===== src/rtl/multdiv_pkg.sv =====
// Shared types and constants for the iterative multiply/divide unit.
package multdiv_pkg;

  localparam int WIDTH = 32;
  localparam int ITERS = 32;
  localparam int CNT_W = 6;

  typedef enum logic [1:0] {
    IDLE = 2'd0,
    MUL  = 2'd1,
    DIV  = 2'd2,
    FIX  = 2'd3
  } state_e;

  // Two's-complement magnitude. 0x80000000 maps to itself, which is the
  // correct unsigned magnitude 2^31.
  function automatic logic [WIDTH-1:0] abs_val(input logic [WIDTH-1:0] x);
    return x[WIDTH-1] ? ((~x) + {{(WIDTH-1){1'b0}}, 1'b1}) : x;
  endfunction

endpackage


===== src/rtl/multdiv_iter_addsub.sv =====
// 33-bit adder/subtractor shared by the Booth, restoring-divide and
// sign fix-up paths. Subtract is done as a + ~b + 1.
module iter_addsub
  import multdiv_pkg::*;
(
  input  logic [WIDTH:0] a_i,
  input  logic [WIDTH:0] b_i,
  input  logic           sub_i,
  output logic [WIDTH:0] sum_o
);

  assign sum_o = a_i + (b_i ^ {(WIDTH+1){sub_i}}) + {{WIDTH{1'b0}}, sub_i};

endmodule


===== src/rtl/multdiv_iter.sv =====
// Iterative radix-2 multiply (Booth) / divide (restoring) unit with a
// fixed 33-cycle start-to-ready latency.
//
//   state | meaning
//   IDLE  | waiting for ctrl_MULT / ctrl_DIV
//   MUL   | one Booth add/sub + arithmetic shift per cycle, 32 cycles
//   DIV   | one trial subtract + shift per cycle on magnitudes, 32 cycles
//   FIX   | sign / exception fix-up, register result, pulse ready
//
// Register sharing: acc_q is the Booth accumulator or the division
// remainder; mq_q is the multiplier or the dividend/quotient; m_q is the
// multiplicand or the divisor magnitude.
module multdiv_iter
  import multdiv_pkg::*;
(
  input  logic             clock,
  input  logic             reset,
  input  logic [WIDTH-1:0] data_operandA,
  input  logic [WIDTH-1:0] data_operandB,
  input  logic             ctrl_MULT,
  input  logic             ctrl_DIV,
  output logic [WIDTH-1:0] data_result,
  output logic             data_exception,
  output logic             data_resultRDY
);

  state_e           state_q, state_d;
  logic [CNT_W-1:0] cnt_q, cnt_d;
  logic [WIDTH:0]   acc_q, acc_d;
  logic [WIDTH-1:0] mq_q, mq_d;
  logic             q1_q, q1_d;
  logic [WIDTH-1:0] m_q, m_d;
  logic             op_div_q, op_div_d;
  logic             neg_q, neg_d;
  logic             dz_q, dz_d;
  logic             ovf_q, ovf_d;
  logic [WIDTH-1:0] result_q, result_d;
  logic             exc_q, exc_d;
  logic             rdy_q, rdy_d;

  logic [WIDTH:0]   as_a, as_b, as_sum;
  logic             as_sub;
  logic [WIDTH:0]   acc_pre;
  logic [WIDTH:0]   prod_hi;
  logic             start;

  assign start = ctrl_MULT | ctrl_DIV;

  iter_addsub u_addsub (
    .a_i   (as_a),
    .b_i   (as_b),
    .sub_i (as_sub),
    .sum_o (as_sum)
  );

  // Steer the single adder: Booth step, trial subtract, or quotient negate.
  always_comb begin
    as_a   = '0;
    as_b   = '0;
    as_sub = 1'b0;
    case (state_q)
      MUL: begin
        as_a   = acc_q;
        as_b   = {m_q[WIDTH-1], m_q};
        as_sub = mq_q[0] & ~q1_q;
      end
      DIV: begin
        as_a   = {acc_q[WIDTH-1:0], mq_q[WIDTH-1]};
        as_b   = {1'b0, m_q};
        as_sub = 1'b1;
      end
      FIX: begin
        as_a   = '0;
        as_b   = {1'b0, mq_q};
        as_sub = 1'b1;
      end
      default: ;
    endcase
  end

  // Next-state, iteration datapath, fix-up and start/abort latching.
  always_comb begin
    state_d  = state_q;
    cnt_d    = cnt_q;
    acc_d    = acc_q;
    mq_d     = mq_q;
    q1_d     = q1_q;
    m_d      = m_q;
    op_div_d = op_div_q;
    neg_d    = neg_q;
    dz_d     = dz_q;
    ovf_d    = ovf_q;
    result_d = result_q;
    exc_d    = exc_q;
    rdy_d    = 1'b0;
    acc_pre  = acc_q;
    prod_hi  = {acc_q[WIDTH-1:0], mq_q[WIDTH-1]};

    case (state_q)
      MUL: begin
        acc_pre = (mq_q[0] ^ q1_q) ? as_sum : acc_q;
        acc_d   = {acc_pre[WIDTH], acc_pre[WIDTH:1]};
        mq_d    = {acc_pre[0], mq_q[WIDTH-1:1]};
        q1_d    = mq_q[0];
        cnt_d   = cnt_q + CNT_W'(1);
        if (cnt_q == CNT_W'(ITERS - 1)) state_d = FIX;
      end
      DIV: begin
        // Remainder stays below the divisor (<= 2^31), so the shifted
        // partial remainder never exceeds 33 bits and bit 32 is the sign.
        if (!as_sum[WIDTH]) begin
          acc_d = {1'b0, as_sum[WIDTH-1:0]};
          mq_d  = {mq_q[WIDTH-2:0], 1'b1};
        end else begin
          acc_d = {1'b0, acc_q[WIDTH-2:0], mq_q[WIDTH-1]};
          mq_d  = {mq_q[WIDTH-2:0], 1'b0};
        end
        cnt_d = cnt_q + CNT_W'(1);
        if (cnt_q == CNT_W'(ITERS - 1)) state_d = FIX;
      end
      FIX: begin
        rdy_d   = 1'b1;
        state_d = IDLE;
        if (op_div_q) begin
          if (dz_q) begin
            result_d = '0;
            exc_d    = 1'b1;
          end else begin
            result_d = neg_q ? as_sum[WIDTH-1:0] : mq_q;
            exc_d    = ovf_q;
          end
        end else begin
          result_d = mq_q;
          exc_d    = ~((&prod_hi) | ~(|prod_hi));
        end
      end
      default: ;
    endcase

    // A start in any state (re)launches; FIX outputs above still commit.
    if (start) begin
      cnt_d    = '0;
      acc_d    = '0;
      q1_d     = 1'b0;
      op_div_d = ~ctrl_MULT;
      neg_d    = data_operandA[WIDTH-1] ^ data_operandB[WIDTH-1];
      dz_d     = (data_operandB == '0);
      ovf_d    = (data_operandA == {1'b1, {(WIDTH-1){1'b0}}}) &&
                 (data_operandB == '1);
      if (ctrl_MULT) begin
        state_d = MUL;
        mq_d    = data_operandB;
        m_d     = data_operandA;
      end else begin
        state_d = DIV;
        mq_d    = abs_val(data_operandA);
        m_d     = abs_val(data_operandB);
      end
    end
  end

  // State and datapath registers with synchronous reset.
  always_ff @(posedge clock) begin
    if (reset) begin
      state_q  <= IDLE;
      cnt_q    <= '0;
      acc_q    <= '0;
      mq_q     <= '0;
      q1_q     <= 1'b0;
      m_q      <= '0;
      op_div_q <= 1'b0;
      neg_q    <= 1'b0;
      dz_q     <= 1'b0;
      ovf_q    <= 1'b0;
      result_q <= '0;
      exc_q    <= 1'b0;
      rdy_q    <= 1'b0;
    end else begin
      state_q  <= state_d;
      cnt_q    <= cnt_d;
      acc_q    <= acc_d;
      mq_q     <= mq_d;
      q1_q     <= q1_d;
      m_q      <= m_d;
      op_div_q <= op_div_d;
      neg_q    <= neg_d;
      dz_q     <= dz_d;
      ovf_q    <= ovf_d;
      result_q <= result_d;
      exc_q    <= exc_d;
      rdy_q    <= rdy_d;
    end
  end

  assign data_result    = result_q;
  assign data_exception = exc_q;
  assign data_resultRDY = rdy_q;

endmodule


===== config.mk =====
export PLATFORM = sky130hd
export DESIGN_NAME = multdiv_iter
export DESIGN_NICKNAME = d
export VERILOG_FILES = /design/src/rtl/multdiv_pkg.sv /design/src/rtl/multdiv_iter_addsub.sv /design/src/rtl/multdiv_iter.sv
export SDC_FILE = /design/constraint.sdc
export NUM_CORES = 1
export LEC_CHECK = 0
export ABC_AREA = 1
export BUFFER_PORTS_ARGS = -buffer_cell sky130_fd_sc_hd__buf_2
export CORE_ASPECT_RATIO = 0.7
export CORE_MARGIN = 5
export CORE_UTILIZATION = 47
export DETAILED_ROUTE_END_ITERATION = 8
export SYNTH_ARGS = -nofsm -noshare
export SYNTH_HDL_FRONTEND = slang
export SYNTH_HIERARCHICAL = 1
export SYNTH_SLANG_ARGS = --single-unit

===== constraint.sdc =====
create_clock -name clock -period 4.57 [get_ports clock]
set_input_delay 0.2285 -clock clock [delete_from_list [all_inputs] [get_ports clock]]
set_output_delay 0.2285 -clock clock [all_outputs]
set_load 0.005 [all_outputs]

==> run_results.csv <==
group,metric,value,unit
yosys,synth_sequential_area_ratio,0.218,
yosys,synth.mux.area_fraction,0,
sta,relSlewSlack,0.409,
drt,ant_nets,0,
yosys,post_synthesis_area_per_instance,5.96,µm²
power_and_ir_drop,power.switching_fraction,0.374,
cts,clock_tree_from_tritoncts,"done",
yosys,syn-cell-area,13200,µm²
cts,clock_tree.root_cell,"sky130_fd_sc_hd__clkbuf_16",
drt,number_of_design_rule_violations_left_by_the_first_detailed_router_iteration,1827,
floorplanning,die-area,31600,µm²
power_and_ir_drop,p_comb_frac,0.280,
setup_path,critical_path.max_stage_delay,380,ps
cts,cts-hold-fix-buffers,0,
floorplanning,io_pins,102,
power_and_ir_drop,power.net_switching,1.48,mW
setup_path,start_kind,"register",
yosys,yosys_most_used_dff,"sky130_fd_sc_hd__dfxtp_1",
sta,final_worst_path_period_need,4240,ps
setup_path,setup_crit_end_kind,"register",
floorplanning,starting_utilization_of_the_core_area,0.476,
global_route,via_count_of_the_first_global_routing_pass,13329,
placement,gpl.final_weighted_congestion,0.964,
cts,clk_pin_slew,60,ps
placement,port_buffers,101,
yosys,complex_gate_fraction_of_the_synthesized_area,0.262,
layout,final_core_util,0.522,
sta,finClkSkew,19.7,ps
sta,finalSetupTns,0,ps
yosys,yosys.area_share.simple,0.322,
power_and_ir_drop,leakage,6.94,nW
sta,tightest_slew,886,ps
layout,share_of_cells_above_drive_strength_1,0.111,
sta,finalWorstSetupSlack,327,ps
global_route,global_route.overflow_total,0,
yosys,combinational_family_with_the_most_area_after_synthesis,"simple AND/OR/NAND/NOR gates",
drt,first_pass_iters,6,
yosys,synth.ff_latch_count,144,
layout,fillCellCount,2940,
yosys,post_synth_num_cell_types,53,
setup_path,worstPathCellList,"inv_1 > ha_2 > nor2_2 > clkinvlp_4 > buf_4 > buf_4 > a22o_1 > nand2_1 > inv_1 > xor2_1 > ha_1 > nand2_1 > nand2_1 > nor2_1 > a21oi_4 > nand2_1 > nand2_2 > nand2_1 > nand3_1 > nand2_1 > inv_1 > a21oi_1 > o21ai_0 > a21oi_1",
sta,hold_ws,96.8,ps
power_and_ir_drop,portion_of_total_power_attributed_to_the_clock_network,0.364,
power_and_ir_drop,power_density,274,nW/µm²
layout,diodes,0,
power_and_ir_drop,power.sequential.fraction,0.356,
power_and_ir_drop,power_report.internal_total,2.48,mW
cts,cts_num_sinks,144,
placement,placement.cell_area,13900,µm²
yosys,postSynthCellCount,2217,
sta,slew_viol_final,0,
hold_path,worst_hold_path_type,"input pin to register",
yosys,synth-edff-count,0,
sta,hold_violations,0,
sta,final.period_utilization,0.928,
layout,final_area,14500,µm²
yosys,synth_adder_area_share,0.0394,
placement,post-place-ws,236,ps
cts,cts_made_buffers,17,
drt,drc_errors,0,
sta,grt_setup_unrepaired,"false",
global_route,wire_length_of_the_first_global_routing_pass,78500,µm
floorplanning,die-width,210,µm
run_status,outcome,"completed",
sta,maxClockFrequency,236,MHz
layout,design.final.nets,2350,
setup_path,timing_worst_setup_path_type,"register to register",
yosys,synth_warnings,6,
global_route,grt_max_degree,92,
setup_path,critPathSlowestCell,"sky130_fd_sc_hd__dfxtp_1",
job,timing.max_cap.violations,0,
cts,clock_path_buffers,2,
placement,dp_hpwl,38100,µm
yosys,synth-xor-area-share,0.0364,
global_route,grt_use_total,0.315,
floorplanning,rows,51,
layout,area_growth_syn_to_layout,9.62,%
floorplanning,placeableCoreArea,27800,µm²
yosys,asyncSetResetFlopFracSynth,0,
setup_path,critPathMaxFanout,16,
power_and_ir_drop,power.ir.vdd_worst,0.000289,V
yosys,netlist_top_cells_area,"sky130_fd_sc_hd__dfxtp_1 (22%), sky130_fd_sc_hd__nand2_1 (15%), sky130_fd_sc_hd__a21oi_1 (8.7%)",
drt,vias_per_cell,5.74,
sta,setup-violations-final,0,
drt,via_count,15060,
yosys,syn_nets,2326,
setup_path,cp_data_arrival_time,4600,ps
cts,clock_tree.htree_level_count,4,
floorplanning,chipHeight,150,µm
drt,routed_wirelength,51100,µm
setup_path,critPathMostFrequentCell,"sky130_fd_sc_hd__nand2_1",
drt,wire_per_inst,19.5,µm
global_route,grt_antenna_before_repair,0,
cts,clk-insertion-delay-late,440,ps
yosys,synth_top_cell_area_share,0.218,
yosys,synth.largest_area_cell,"sky130_fd_sc_hd__dfxtp_1",
setup_path,critPathRequiredTime,4930,ps
## cell type report
cell class / count / area [µm²] / area share
clock buffers: 20 / 447 / 0.0308
clock inverters: 11 / 133 / 0.00915
inverters: 284 / 1070 / 0.0738
multi-input cells: 1667 / 8760 / 0.604
flip-flops and latches: 144 / 2880 / 0.199
well taps: 371 / 464 / 0.0320
repair buffers: 126 / 728 / 0.0503
repair inverters: 1 / 7.51 / 0.000518
## critical path, delay by kind of cell (launching register included)
| kind | cells | cell delay, ps |
|---|---|---|
| simple gates | 10 | 1260 |
| fa+ha+maj | 2 | 580 |
| compound gates | 5 | 850 |
| xor+xnor | 1 | 330 |
| buf+inv | 6 | 770 |
| flops | 1 | 380 |
## metrics by stage
stage	power, mW	instances
2_1_floorplan	2.13	2217
3_3_place_gp	2.50	2591
3_5_place_dp	2.50	2591
4_1_cts	3.93	2622
5_1_grt	4.14	2624
6_report	3.97	2624
## flip-flops by register name (all words and copies together), names as in the netlist
register        cells
ovf_q               1
acc_q              33
q1_q                1
m_q                32
dz_q                1
state_q             2
data_result        32
data_exception      1
mq_q               32
op_div_q            1
cnt_q               6
neg_q               1
data_resultRDY      1
## path summary, 6_finish.rpt
| path | endpoint | slack [ps] | from | cells after the start |
|---|---|---|---|---|
| max | data_result[25] | 330 | state_q[0] | 24 |
| min | m_q[1] | 100 | data_operandA[1] | 3 |
| max reg2reg | data_result[25] | 330 | state_q[0] | 24 |
| min reg2reg | m_q[29] | 460 | m_q[29] | 2 |
## power groups by stage
stage	logic [mW]	clock network, mW	registers (mW)
2_1_floorplan	0.733	0	1.40
3_3_place_gp	1.07	0	1.43
3_5_place_dp	1.07	0	1.43
4_1_cts	1.07	1.45	1.40
5_1_grt	1.21	1.51	1.42
6_report	1.11	1.44	1.41
## cells by family (layout without fill, tap and decap cells)
group	Yosys count	in the layout
adder cells (fa/ha/maj)	41	41
buffers and inverters	406	442
flip-flops	144	144
AND/OR/NAND/NOR	964	964
XOR/XNOR	55	55
AO/OA/AOI/OAI	607	607
## synth_stat cells, types with 2 or more instances
master / number
sky130_fd_sc_hd__nand4_2: 2
sky130_fd_sc_hd__o211ai_1: 54
sky130_fd_sc_hd__nor2_2: 15
sky130_fd_sc_hd__o21ai_0: 187
sky130_fd_sc_hd__a21o_1: 2
sky130_fd_sc_hd__nand2_1: 541
sky130_fd_sc_hd__nor3_1: 17
sky130_fd_sc_hd__nand2_2: 19
sky130_fd_sc_hd__o21bai_1: 5
sky130_fd_sc_hd__nand4_1: 31
sky130_fd_sc_hd__xor2_1: 48
sky130_fd_sc_hd__nor2_4: 9
sky130_fd_sc_hd__dfxtp_1: 144
sky130_fd_sc_hd__inv_2: 14
sky130_fd_sc_hd__nor4_1: 6
sky130_fd_sc_hd__buf_1: 16
sky130_fd_sc_hd__a31oi_1: 21
sky130_fd_sc_hd__nand3_1: 139
sky130_fd_sc_hd__a211oi_1: 18
sky130_fd_sc_hd__a21oi_2: 5
sky130_fd_sc_hd__a21oi_1: 231
sky130_fd_sc_hd__buf_2: 38
sky130_fd_sc_hd__nand3_2: 6
sky130_fd_sc_hd__ha_1: 40
sky130_fd_sc_hd__inv_1: 268
sky130_fd_sc_hd__clkbuf_8: 2
sky130_fd_sc_hd__nor3_2: 4
sky130_fd_sc_hd__clkbuf_1: 60
sky130_fd_sc_hd__nand2_4: 6
sky130_fd_sc_hd__xnor2_1: 7
sky130_fd_sc_hd__nand3b_1: 8
sky130_fd_sc_hd__o21a_1: 3
sky130_fd_sc_hd__clkinv_1: 2
sky130_fd_sc_hd__buf_4: 5
sky130_fd_sc_hd__o21ai_1: 32
sky130_fd_sc_hd__a22o_1: 23
sky130_fd_sc_hd__a22oi_1: 20
sky130_fd_sc_hd__nor2_1: 154
## layout by cell type (no fill, tap or decap), types with 14 or more instances in the layout
cell / instances
sky130_fd_sc_hd__nand2_1: 541
sky130_fd_sc_hd__a21oi_1: 231
sky130_fd_sc_hd__dfxtp_1: 144
sky130_fd_sc_hd__nand4_1: 31
sky130_fd_sc_hd__a22o_1: 23
sky130_fd_sc_hd__buf_2: 101
sky130_fd_sc_hd__nor3_1: 17
sky130_fd_sc_hd__o21ai_1: 32
sky130_fd_sc_hd__nor2_1: 152
sky130_fd_sc_hd__xor2_1: 46
sky130_fd_sc_hd__a31oi_1: 20
sky130_fd_sc_hd__nand3_1: 139
sky130_fd_sc_hd__a22oi_1: 20
sky130_fd_sc_hd__ha_1: 38
sky130_fd_sc_hd__o21ai_0: 187
sky130_fd_sc_hd__nand2_2: 19
sky130_fd_sc_hd__inv_1: 267
sky130_fd_sc_hd__buf_4: 21
sky130_fd_sc_hd__inv_2: 14
sky130_fd_sc_hd__o211ai_1: 54
sky130_fd_sc_hd__a211oi_1: 18
sky130_fd_sc_hd__clkbuf_16: 17
sky130_fd_sc_hd__nor2_2: 17
## metal layers
metal	vias up	global-route usage	wire, µm
met5	-	0	0
met4	0	0.0671	829
met1	6871	0.488	24100
met2	716	0.433	20300
met3	54	0.0819	5870
li1	7419	-	-
## timing repair
action                     in CTS  in global routing
setup endpoints to repair       0                 38
setup buffers                   0                  1
resized for setup               0                  8
No activity file was read; power rests on OpenSTA's default activity.
